<file path="config.mk">
export PLATFORM = sky130hd
export DESIGN_NAME = quad_decoder_counter_flat
export DESIGN_NICKNAME = d
export VERILOG_FILES = /design/src/rtl/quad_decoder_counter_if.sv /design/src/rtl/quad_decoder_counter.sv /design/src/flat_wrapper.sv
export SDC_FILE = /design/constraint.sdc
export NUM_CORES = 1
export LEC_CHECK = 0
export ABC_AREA = 1
export CORE_MARGIN = 2
export CORE_UTILIZATION = 47
export CTS_CLUSTER_SIZE = 16
export DETAILED_ROUTE_END_ITERATION = 7
export PLACE_DENSITY = 0.8
export SETUP_SLACK_MARGIN = 0.4
export SLEW_MARGIN = 0
export SYNTH_ARGS = -nofsm -noshare
export SYNTH_HDL_FRONTEND = slang
export SYNTH_SLANG_ARGS = --single-unit
</file>
<file path="constraint.sdc">
create_clock -name clk -period 2.47 [get_ports clk]
set_clock_uncertainty 0.15 [all_clocks]
set_input_delay 0.3705 -clock clk [delete_from_list [all_inputs] [get_ports clk]]
set_output_delay 0.3705 -clock clk [all_outputs]
set_load 0.01 [all_outputs]
</file>
<file path="src/rtl/quad_decoder_counter_if.sv">
// Host-side bus of quad_decoder_counter: encoder pins, load/clear controls and position/status outputs.
// Carries the index pin z only when QDEC_INDEX_EN is defined.
interface quad_decoder_counter_if #(
    parameter int N = 16
);
    logic         a;
    logic         b;
`ifdef QDEC_INDEX_EN
    logic         z;
`endif
    logic         syn_clr;
    logic         load;
    logic [N-1:0] d;
    logic [N-1:0] q;
    logic         dir;
    logic         step_tick;
    logic         err_tick;
    logic [7:0]   err_cnt;
    logic         max_tick;
    logic         min_tick;

`ifdef QDEC_INDEX_EN
    modport master (
        output a, b, z, syn_clr, load, d,
        input  q, dir, step_tick, err_tick, err_cnt, max_tick, min_tick
    );

    modport slave (
        input  a, b, z, syn_clr, load, d,
        output q, dir, step_tick, err_tick, err_cnt, max_tick, min_tick
    );
`else
    modport master (
        output a, b, syn_clr, load, d,
        input  q, dir, step_tick, err_tick, err_cnt, max_tick, min_tick
    );

    modport slave (
        input  a, b, syn_clr, load, d,
        output q, dir, step_tick, err_tick, err_cnt, max_tick, min_tick
    );
`endif
endinterface

</file>
<file path="src/rtl/quad_decoder_counter.sv">
// Quadrature decoder feeding an N-bit modulo up/down position counter with load/clear and error counting.
// Optional index-pulse clear of the position is enabled by defining QDEC_INDEX_EN.
module quad_decoder_counter #(
    parameter int N           = 16,
    parameter int SYNC_STAGES = 2   // legal range 2..4
) (
    input  logic                 clk,
    input  logic                 reset,
    quad_decoder_counter_if.slave bus
);

    typedef enum logic [1:0] {
        STEP_NONE,
        STEP_FWD,
        STEP_REV,
        STEP_ERR
    } step_e;

    localparam int               ARM_W    = $clog2(SYNC_STAGES + 2);
    localparam logic [ARM_W-1:0] ARM_DONE = ARM_W'(SYNC_STAGES + 1);

    logic [SYNC_STAGES-1:0] a_sync_q, a_sync_d;
    logic [SYNC_STAGES-1:0] b_sync_q, b_sync_d;
    logic [1:0]             s;
    logic [1:0]             p_q, p_d;
    logic [ARM_W-1:0]       arm_cnt_q, arm_cnt_d;
    logic                   armed;
    logic [N-1:0]           pos_q, pos_d;
    logic                   dir_q, dir_d;
    logic                   step_tick_q, step_tick_d;
    logic                   err_tick_q, err_tick_d;
    logic [7:0]             err_cnt_q, err_cnt_d;
    logic                   index_hit;
    step_e                  step;

`ifdef QDEC_INDEX_EN
    logic [SYNC_STAGES-1:0] z_sync_q, z_sync_d;
    logic                   z_prev_q, z_prev_d;
    logic                   z_s;

    assign z_s       = z_sync_q[SYNC_STAGES-1];
    assign index_hit = armed && z_s && !z_prev_q;
`else
    assign index_hit = 1'b0;
`endif

    assign s     = {a_sync_q[SYNC_STAGES-1], b_sync_q[SYNC_STAGES-1]};
    assign armed = (arm_cnt_q == ARM_DONE);

    // Gray-code transition decode of previous vs current sampled pin state.
    always_comb begin
        step = STEP_NONE;
        case ({p_q, s})
            4'b00_10, 4'b10_11, 4'b11_01, 4'b01_00: step = STEP_FWD;
            4'b00_01, 4'b01_11, 4'b11_10, 4'b10_00: step = STEP_REV;
            4'b00_11, 4'b11_00, 4'b10_01, 4'b01_10: step = STEP_ERR;
            default:                                step = STEP_NONE;
        endcase
        if (!armed) begin
            step = STEP_NONE;
        end
    end

    always_comb begin
        // NOTE: every variable gets a default before any branch, so no latch can be inferred.
        a_sync_d    = {a_sync_q[SYNC_STAGES-2:0], bus.a};
        b_sync_d    = {b_sync_q[SYNC_STAGES-2:0], bus.b};
        p_d         = s;
        arm_cnt_d   = armed ? arm_cnt_q : arm_cnt_q + ARM_W'(1);
        step_tick_d = (step == STEP_FWD) || (step == STEP_REV);
        err_tick_d  = (step == STEP_ERR);
        dir_d       = dir_q;
        err_cnt_d   = err_cnt_q;
        pos_d       = pos_q;

        if (step_tick_d) begin
            dir_d = (step == STEP_FWD);
        end

        if (err_tick_d && (err_cnt_q != 8'hFF)) begin
            err_cnt_d = err_cnt_q + 8'd1;
        end

        // Clear/load/index win over a coincident step; the step still shows on step_tick and dir.
        if (bus.syn_clr) begin
            pos_d = '0;
        end else if (bus.load) begin
            pos_d = bus.d;
        end else if (index_hit) begin
            pos_d = '0;
        end else if (step == STEP_FWD) begin
            pos_d = pos_q + N'(1);
        end else if (step == STEP_REV) begin
            pos_d = pos_q - N'(1);
        end
    end

`ifdef QDEC_INDEX_EN
    always_comb begin
        z_sync_d = {z_sync_q[SYNC_STAGES-2:0], bus.z};
        z_prev_d = z_s;
    end
`endif

    // NOTE: state updates use non-blocking assignments so every flop samples pre-edge values.
    always_ff @(posedge clk) begin
        if (reset) begin
            a_sync_q    <= '0;
            b_sync_q    <= '0;
            p_q         <= '0;
            arm_cnt_q   <= '0;
            pos_q       <= '0;
            dir_q       <= 1'b0;
            step_tick_q <= 1'b0;
            err_tick_q  <= 1'b0;
            err_cnt_q   <= '0;
`ifdef QDEC_INDEX_EN
            z_sync_q    <= '0;
            z_prev_q    <= 1'b0;
`endif
        end else begin
            a_sync_q    <= a_sync_d;
            b_sync_q    <= b_sync_d;
            p_q         <= p_d;
            arm_cnt_q   <= arm_cnt_d;
            pos_q       <= pos_d;
            dir_q       <= dir_d;
            step_tick_q <= step_tick_d;
            err_tick_q  <= err_tick_d;
            err_cnt_q   <= err_cnt_d;
`ifdef QDEC_INDEX_EN
            z_sync_q    <= z_sync_d;
            z_prev_q    <= z_prev_d;
`endif
        end
    end

    assign bus.q         = pos_q;
    assign bus.dir       = dir_q;
    assign bus.step_tick = step_tick_q;
    assign bus.err_tick  = err_tick_q;
    assign bus.err_cnt   = err_cnt_q;
    assign bus.max_tick  = &pos_q;
    assign bus.min_tick  = ~|pos_q;

endmodule

</file>
<file path="src/flat_wrapper.sv">
// flat-port wrapper written by rule: the top's interface ports become plain ports
module quad_decoder_counter_flat 
#(
    parameter int N           = 16,
    parameter int SYNC_STAGES = 2                      
)
  (clk, reset, bus_a, bus_b, bus_syn_clr, bus_load, bus_d, bus_q, bus_dir, bus_step_tick, bus_err_tick, bus_err_cnt, bus_max_tick, bus_min_tick);
  quad_decoder_counter_if #(.N(N)) bus_i ();
  input  logic clk;
  input  logic reset;
  input wire logic [$bits(bus_i.a)-1:0] bus_a;
  input wire logic [$bits(bus_i.b)-1:0] bus_b;
  input wire logic [$bits(bus_i.syn_clr)-1:0] bus_syn_clr;
  input wire logic [$bits(bus_i.load)-1:0] bus_load;
  input wire logic [$bits(bus_i.d)-1:0] bus_d;
  output wire logic [$bits(bus_i.q)-1:0] bus_q;
  output wire logic [$bits(bus_i.dir)-1:0] bus_dir;
  output wire logic [$bits(bus_i.step_tick)-1:0] bus_step_tick;
  output wire logic [$bits(bus_i.err_tick)-1:0] bus_err_tick;
  output wire logic [$bits(bus_i.err_cnt)-1:0] bus_err_cnt;
  output wire logic [$bits(bus_i.max_tick)-1:0] bus_max_tick;
  output wire logic [$bits(bus_i.min_tick)-1:0] bus_min_tick;
  assign bus_i.a = bus_a;
  assign bus_i.b = bus_b;
  assign bus_i.syn_clr = bus_syn_clr;
  assign bus_i.load = bus_load;
  assign bus_i.d = bus_d;
  assign bus_q = bus_i.q;
  assign bus_dir = bus_i.dir;
  assign bus_step_tick = bus_i.step_tick;
  assign bus_err_tick = bus_i.err_tick;
  assign bus_err_cnt = bus_i.err_cnt;
  assign bus_max_tick = bus_i.max_tick;
  assign bus_min_tick = bus_i.min_tick;
  quad_decoder_counter #(.N(N), .SYNC_STAGES(SYNC_STAGES)) u_core (.clk(clk), .reset(reset), .bus(bus_i));
endmodule
</file>
==> metrics.cfg <==
[power_and_ir_drop]
clkPwrFrac_pct = 30.6
finalPower_mw = 1.880
p_sw_uw = 651.0
p_leak_nw = 1.702
swShare_pct = 34.64
seq_power_share_pct = 33.5
p_per_area_mw_per_mm2 = 470.8
ir_drop_mv = 0.3850
p_comb_share_pct = 35.9
p_int_mw = 1.229

[floorplanning]
dieWidth_um = 76.71
coreArea_mm2 = 0.005107
rows = 26
dieArea_mm2 = 0.005884
die_h_um = 76.71
initial_utilization_pct = 48.65
io_pins = 51

[sta]
fin_crit_sh_pct = 101.2
final.min_clock_period_ns = 2.499
final-max-slew-violation-count = 0
worstMarginPinSlew_ns = 0.4277
fin_setup_tns_ns = -0.04545
hold_viol_final = 0
grt_setup_unrepaired = yes
worst_slack_ns = -0.02902
max_freq_mhz = 400.2
finalSetupViolations = 2
relSlewSlack_pct = 71.40

[clock_network]
cts_buffer_depth = 2
cts_max_level = 2
ctsHoldBuffers = 0
cts_num_sinks = 35
insertion_delay_ns = 0.30
root_buffer = clkbuf_8
clk_pin_slew_ns = 0.08
cts_made_buffers = 5
cts_tree = built

[place]
dp.final_hpwl_mm = 5.031
gp_congestion = 0.8599
dpl.cell_count = 497
io_buffers = 50
place_ws_ns = 0.005911

[yosys]
syn_inst = 377
syn_nets = 421
synth.top_cell.area_share_pct = 28.20
yosysUniqueCellTypes = 35
syn_avg_cell_area_um2 = 6.591
synth-xor-area-share_pct = 2.467
synth_top_family_by_area = simple AND/OR/NAND/NOR gates
synth_top_area_cell = dfxtp_1
syn_area_mm2 = 0.002485
synth-simple-area-share_pct = 33.74
synthMuxAreaShare_pct = 0
synthAdderAreaFrac_pct = 11.38
ys_ff_latch = 35
synthTopCellsByArea = dfxtp_1, nand2_1, ha_1
synth_compound_area_share_pct = 14.00
yosysSeqAreaShare_pct = 28.20
yosysWarnings = 0

[global_route]
grt_use_total_pct = 25.70
grt_pass1_vias = 2625
grt_max_degree = 17
grt_overflow_total = 0
antenna_found_initial = 0
grt_pass1_wl_mm = 12.18

[outcome]
violations = negative setup slack
outcome = finished, violations left

[worst_setup_path]
ff2ff_path_depth = 17
worstPathMaxFanout = 8
worst-setup-path-type = flop to flop
cp-end-kind = flop
startpoint_type = flop
rrSetupSlack_ns = -0.03
worstPathRequired_ns = 2.56
critPathArrivalTime_ns = 2.59

[run]
maxCapViolCount = 0

[detailed_routing]
num_vias = 2868
drc = 0
first_pass_iters = 4
drtIter0Drc = 247
wire_per_inst_um = 16.51
drt-total-wl_mm = 8.651
antenna_left = 0
vias_per_cell = 5.473

[layout]
fin_cells = 524
drive_gt1_share_pct = 32.16
layout.nets = 497
layout_common_cells = nand2_1, clkdlybuf4s50_1, inv_1, nor2_1, dfxtp_1
diodes = 0
area_growth_pct = 60.67
fill_cells = 340
mostFrequentLayoutCell = nand2_1

[hold_path]
min_path_cells = 2
holdCritPathClass = flop to flop

==> stage by stage <==
step / util [%] / hold slack (ns) / area (µm²)
after floorplan: - / 0.2721 / 2597
after global placement: 62.86 / 0.2824 / 3211
after detailed placement: 62.86 / 0.2874 / 3211
after CTS: 72.88 / 0.2987 / 3722
after global routing: 78.17 / 0.3081 / 3993
final: 78.17 / 0.2969 / 3993
==> metal layers <==
| layer | vias to the layer above | wire length, µm | track usage, % |
|---|---|---|---|
| li1 | 1379 | - | - |
| met1 | 1338 | 3293 | 29.44 |
| met2 | 113 | 4490 | 46.67 |
| met3 | 38 | 476 | 3.882 |
| met4 | 0 | 390 | 11.82 |
| met5 | - | 0 | 0 |
==> final cells by class <==
| type | count | area [µm²] | share of cell area (%) |
|---|---|---|---|
| clock buffers | 6 | 82.58 | 2.068 |
| multi-input cells | 279 | 2076 | 51.99 |
| repair inverters | 3 | 38.79 | 0.9715 |
| flip-flops and latches | 35 | 708.2 | 17.74 |
| inverters | 55 | 222.7 | 5.578 |
| clock inverters | 2 | 38.79 | 0.9715 |
| well taps | 70 | 87.58 | 2.194 |
| repair buffers | 74 | 738.2 | 18.49 |
==> sequential cells by signal, summed over array words and instances, names as in the netlist, named ones only <==
signal and flops:
u_core.arm_cnt_q 2, u_core.bus.dir 1, u_core.a_sync_q 2, u_core.bus.err_tick 1, u_core.bus.q 16, u_core.bus.err_cnt 8
u_core.bus.step_tick 1, u_core.b_sync_q 2
==> power by group through the flow <==
stage / combinational [mW] / clock [mW] / sequential [mW]
after floorplan: 0.322 / 0 / 0.634
after global placement: 0.452 / 0 / 0.634
after detailed placement: 0.465 / 0 / 0.636
after CTS: 0.563 / 0.579 / 0.626
after global routing: 0.728 / 0.599 / 0.632
final: 0.675 / 0.575 / 0.630
==> worst paths after layout <==
kind | start | endpoint
min reg2reg | u_core.b_sync_q[0] | u_core.b_sync_q[1]
max | u_core.arm_cnt_q[1] | u_core.bus.q[15]
min | u_core.b_sync_q[0] | u_core.b_sync_q[1]
max reg2reg | u_core.arm_cnt_q[1] | u_core.bus.q[15]
==> Yosys cell counts <==
| cell | number |
|---|---|
| a21boi_0 | 1 |
| nor2_2 | 2 |
| o21ai_1 | 2 |
| inv_1 | 49 |
| ha_1 | 21 |
| a211oi_1 | 2 |
| nor3_1 | 1 |
| fa_1 | 1 |
| buf_4 | 1 |
| clkbuf_1 | 1 |
| a22o_1 | 5 |
| and2_1 | 2 |
| a21oi_2 | 2 |
| a21oi_1 | 24 |
| clkbuf_2 | 1 |
| nor3_2 | 2 |
| a21oi_4 | 1 |
| nor2_1 | 36 |
| nand3_1 | 20 |
| nand3_2 | 1 |
| o21bai_1 | 2 |
| nand2_1 | 107 |
| buf_2 | 4 |
| a31oi_1 | 10 |
| nor4_1 | 5 |
| xor2_1 | 7 |
| o21ai_0 | 8 |
| inv_2 | 6 |
| or2_1 | 1 |
| or2_2 | 1 |
| nand3b_1 | 3 |
| buf_6 | 1 |
| nand4_1 | 8 |
| dfxtp_1 | 35 |
| nand2_2 | 4 |
==> logic make-up (layout without fill, tap and decap cells) <==
kind of cell,count (synthesis),after routing
compound gates,57,57
flops,35,35
xor+xnor,7,7
fa+ha+maj,22,22
buf+inv,63,140
simple gates,193,193
==> critical path, stage by stage, from the launching register on <==
cell and delay (ns):
dfxtp_2 0.36, ha_4 0.17, nand2_4 0.06, inv_4 0.06, ha_4 0.13, clkinvlp_4 0.12, buf_12 0.18, ha_4 0.33
nand2_2 0.08, nor2_2 0.14, nand3_2 0.10, nand2_4 0.11, nand2_2 0.07, nand2_1 0.07, nand2_1 0.06, nand3_1 0.07
nand2_1 0.06, a21oi_2 0.10
==> what timing repair did <==
action	CTS	global route
gates cloned	2	1
buffers inserted	10	6
gates resized for setup	69	56
pin swaps	26	32
setup endpoints to repair	15	18
endpoints found under the hold margin	0	0
Power figures use the tool's default switching activity.
